`src/rtl/piso_serializer.sv`:
```
// piso_serializer: parallel-in, serial-out transmitter with a valid/ready load
// handshake, a per-bit shift enable, an optional even-parity bit, and a Frame
// output that marks the active bit window. All outputs are registered.
module piso_serializer #(
  parameter int WIDTH     = 8,
  parameter int LSB_FIRST = 1,
  parameter int PARITY_EN = 0
) (
  input  logic             Clk,
  input  logic             Reset,
  input  logic [WIDTH-1:0] Load_Data,
  input  logic             Load_Valid,
  output logic             Load_Ready,
  input  logic             Shift_En,
  output logic             Serial_Out,
  output logic             Frame,
  output logic             Busy,
  output logic             Done
);

  localparam int N     = WIDTH + ((PARITY_EN != 0) ? 1 : 0);
  localparam int CNT_W = $clog2(N + 1);
  localparam logic [CNT_W-1:0] LAST_CNT = CNT_W'(N - 1);

  typedef enum logic [1:0] {IDLE, SHIFT, DONE} state_t;

  state_t           state_q;
  logic [N-2:0]     shreg_q;   // bits still waiting to go out, next one at [0]
  logic [N-2:0]     shreg_d;
  logic [CNT_W-1:0] cnt_q;
  logic [CNT_W-1:0] cnt_d;
  logic             ser_q;
  logic             frame_q;
  logic             busy_q;
  logic             done_q;
  logic             ready_q;
  logic [N-1:0]     load_frame;

  // Arrange the word in transmission order (element 0 goes first) and append
  // the even-parity bit last when enabled.
  function automatic logic [N-1:0] build_frame(input logic [WIDTH-1:0] d);
    logic [N-1:0] f;
    f = '0;
    for (int i = 0; i < WIDTH; i++) begin
      f[i] = (LSB_FIRST != 0) ? d[i] : d[WIDTH-1-i];
    end
    if (PARITY_EN != 0) begin
      f[N-1] = ^d;
    end
    return f;
  endfunction

  // Next-state datapath values: load image, shifted remainder, incremented count.
  always_comb begin
    load_frame = build_frame(Load_Data);
    shreg_d    = shreg_q >> 1;
    cnt_d      = cnt_q + 1'b1;
  end

  // Control FSM with registered outputs; reset overrides every other input.
  always_ff @(posedge Clk) begin
    if (Reset) begin
      state_q <= IDLE;
      shreg_q <= '0;
      cnt_q   <= '0;
      ser_q   <= 1'b1;
      frame_q <= 1'b0;
      busy_q  <= 1'b0;
      done_q  <= 1'b0;
      ready_q <= 1'b1;
    end else begin
      case (state_q)
        IDLE: begin
          if (Load_Valid) begin
            state_q <= SHIFT;
            ser_q   <= load_frame[0];
            shreg_q <= load_frame[N-1:1];
            cnt_q   <= '0;
            frame_q <= 1'b1;
            busy_q  <= 1'b1;
            ready_q <= 1'b0;
          end
        end
        SHIFT: begin
          if (Shift_En) begin
            if (cnt_q == LAST_CNT) begin
              state_q <= DONE;
              ser_q   <= 1'b1;
              frame_q <= 1'b0;
              done_q  <= 1'b1;
            end else begin
              ser_q   <= shreg_q[0];
              shreg_q <= shreg_d;
              cnt_q   <= cnt_d;
            end
          end
        end
        DONE: begin
          state_q <= IDLE;
          done_q  <= 1'b0;
          busy_q  <= 1'b0;
          ready_q <= 1'b1;
        end
        default: begin
          state_q <= IDLE;
          ser_q   <= 1'b1;
          frame_q <= 1'b0;
          busy_q  <= 1'b0;
          done_q  <= 1'b0;
          ready_q <= 1'b1;
        end
      endcase
    end
  end

  assign Serial_Out = ser_q;
  assign Frame      = frame_q;
  assign Busy       = busy_q;
  assign Done       = done_q;
  assign Load_Ready = ready_q;

endmodule

```
`config.mk`:
```
export PLATFORM = sky130hd
export DESIGN_NAME = piso_serializer
export DESIGN_NICKNAME = d
export VERILOG_FILES = /design/src/rtl/piso_serializer.sv
export SDC_FILE = /design/constraint.sdc
export NUM_CORES = 1
export LEC_CHECK = 0
export CELL_PAD_IN_SITES_DETAIL_PLACEMENT = 1
export CELL_PAD_IN_SITES_GLOBAL_PLACEMENT = 1
export CORE_AREA = 2 2 54 56
export DETAILED_ROUTE_END_ITERATION = 6
export DIE_AREA = 0 0 56 58
export PLACE_DENSITY_LB_ADDON = 0.1
export SYNTH_ARGS = -nofsm -noshare
export SYNTH_HDL_FRONTEND = slang
export SYNTH_SLANG_ARGS = --single-unit
```
`constraint.sdc`:
```
create_clock -name Clk -period 2.8 [get_ports Clk]
set_input_delay 0.56 -clock Clk [delete_from_list [all_inputs] [get_ports Clk]]
set_output_delay 0.56 -clock Clk [all_outputs]
set_load 0.05 [all_outputs]
```
==> impl_metrics.ini <==
[status]
outcome = complete, no violations

[routing]
viasPerCell = 5.444
drt-wirelength-per-cell_um = 16.05
ant_nets = 0
drc = 0
drtIter0Drc = 8
vias = 735
wl_um = 2167
first_pass_iters = 3

[global_routing]
met1_usage = 0.2102
antenna_found_initial = 0
grtUsageMet2 = 0.2252
grt_pass1_wl_um = 3705
grt_max_degree = 16
grt.busiest_layer = met2
grt_remaining_overflow = 0
grt_pass1_vias = 749
grtUsageTotal = 0.1479
gr-usage-met3 = 0.02902

[timing]
worst_pin_slew_ns = 0.5698
min_period_ns = 2.006
hold_viol_final = 0
rsz0062_at_grt = no
clock.fmax_mhz = 498.5
finalCritPeriodShare = 0.7164
drv_slew = 0
finalSetupTns_ns = 0
relSlewSlack = 0.6189
finalSetupViolCount = 0
skew_ns = 0.006770

[pwr]
p_per_area_nw_per_um2 = 481.2
power_uw = 517.8
ir_drop_mv = 0.2603
leakagePower_uw = 0.0004123

[floorplan]
dieHeight_um = 58
io_pins = 17
rows = 19
core_area_um2 = 2663
start_util = 0.3275
die_x_um = 56
die_area_um2 = 3248

[setup_path]
worst_setup_path_end_kind = primary output
worstReg2RegEnd = shreg_q[3]$_SDFFE_PP0P_
critical_path.startpoint = Busy$_SDFFE_PP0P_
r2r_slack_ns = 1.11
r2r-start = state_q[0]$_SDFFE_PP0P_
worst-endpoint-arrival_ns = 1.45
critPathRequiredTime_ns = 2.24
ff2ff_path_depth = 4
critPathLaunchType = flop
critPathMaxFanout = 2
cp.depth = 1
crit_buf_inv = 1
crit_type = flop to primary output
critPathTopFamily = buffers and inverters
critPathMaxStageDelay_ns = 0.81
crit_path_end = Busy
slowest_stage = clkdlybuf4s50_1
path_cells = clkdlybuf4s50_1

[synth]
synth_top_area_frac = 0.4132
yosys.cell_types.count = 33
syn_inst = 88
synth_largest_area_cell = dfxtp_1
yosysSeqAreaShare = 0.4132
synth_area_leaders = dfxtp_1, mux2i_1, a211oi_1
ys_warn_count = 0
syn_nets = 101
syn_avg_cell_area_um2 = 9.910
synth_seq_cells = 18
synth_area_um2 = 872.1

[placed_design]
numPortBuffers = 16
dp.cells = 132
place_congestion = 0.8016
dp_hpwl_um = 1549

[clock_tree]
cts_resized = 0
cts_hold_buffers = 0
cts_tree = yes
h-tree-depth = 1
cts.sinks = 18
cts_made_buffers = 3
clockBufferDepth = 2
clkTransAtPathRegs_ns = 0.10
postCtsSetupBuffers = 0
root_buffer = clkbuf_4
clk_latency_ns = 0.29

[run]
drv_cap = 0

[worst_hold_path]
hold_class = flop to flop

[finish]
layout.cells.non_filler = 135
layout_commonest_cell = dfxtp_1
num_antenna_cells = 0
fin_nets = 119
drive_gt1_frac = 0.1058
fillCellCount = 312
multiInputGateArea_um2 = 464.2
final_cell_mix = dfxtp_1, clkdlybuf4s50_1, mux2i_1
ff_latch_area_um2 = 360.3
syn_to_final_growth_pct = 23.39
utilization = 0.4041
-- cell families (layout without fill, tap and decap cells) --
group                      Yosys count  after routing  synth area share
and+or+nand+nor                     23             23            0.1894
adders and majority gates            1              1           0.01434
buffers and inverters               10             26           0.05451
AOI/OAI and AO/OA                   25             25            0.1966
DFF                                 18             18            0.4132
muxes                               11             11            0.1320
-- state kept, by name, indices dropped and copies added (netlist names) --
register / count
cnt_q: 4
shreg_q: 7
Done: 1
Load_Ready: 1
Frame: 1
Busy: 1
Serial_Out: 1
state_q: 2
-- power by group --
part,switching [uW],internal [uW],total [uW]
clock network,79.8,50.1,130
registers,12.4,273,285
logic,54.8,48.2,103
-- cell usage after synthesis, drive strengths merged --
library cell	number
o311ai	1
and3b	1
nor3	2
and2	1
nor3b	1
o21a	2
mux2	1
o32ai	1
nor4	1
buf	3
ha	1
a31oi	6
nand2	2
nand3	4
o31ai	2
mux2i	10
or3	3
and4b	1
a211oi	6
clkbuf	1
a21oi	4
inv	6
dfxtp	18
nand4	2
o21ai	2
nor2	2
o221a	1
or3b	1
nand4b	1
and3	1
-- per-layer routing --
metal,vias to the layer above,wire (um)
li1,375,-
met1,345,1073
met2,11,1001
met3,4,63
met4,0,27
met5,-,0
-- how the worst min path moves through the flow --
stage                         endpoint  slack, ns               startpoint  depth (start not counted)
3_5_place_dp   Load_Ready$_SDFFE_PP1P_       0.46  Load_Ready$_SDFFE_PP1P_                          2
4_1_cts        Load_Ready$_SDFFE_PP1P_       0.48  Load_Ready$_SDFFE_PP1P_                          2
2_1_floorplan  shreg_q[6]$_SDFFE_PP0P_       0.45  shreg_q[6]$_SDFFE_PP0P_                          2
6_report       Load_Ready$_SDFFE_PP1P_       0.48  Load_Ready$_SDFFE_PP1P_                          2
5_1_grt              Done$_SDFFE_PP0P_       0.50        Done$_SDFFE_PP0P_                          1
3_3_place_gp         Done$_SDFFE_PP0P_       0.45        Done$_SDFFE_PP0P_                          1
-- metrics by stage --
stage                     instance area (um2)  setup WS, ns  hold slack, ns
final                                    1076        0.7941          0.4757
after global routing                     1076        0.7301          0.5018
after CTS                                1076        0.7718          0.4821
after detailed placement                 1054        0.7184          0.4589
after global placement                   1054        0.7697          0.4514
after floorplan                         872.1         1.498          0.4480
-- cell type report --
| class | count | share of cell area |
|---|---|---|
| multi-input cells | 60 | 0.4314 |
| flip-flops and latches | 18 | 0.3349 |
| repair buffers | 17 | 0.1558 |
| well taps | 31 | 0.03605 |
| clock buffers | 3 | 0.02093 |
| inverters | 6 | 0.02093 |
No activity file was read; power rests on OpenSTA's default activity.
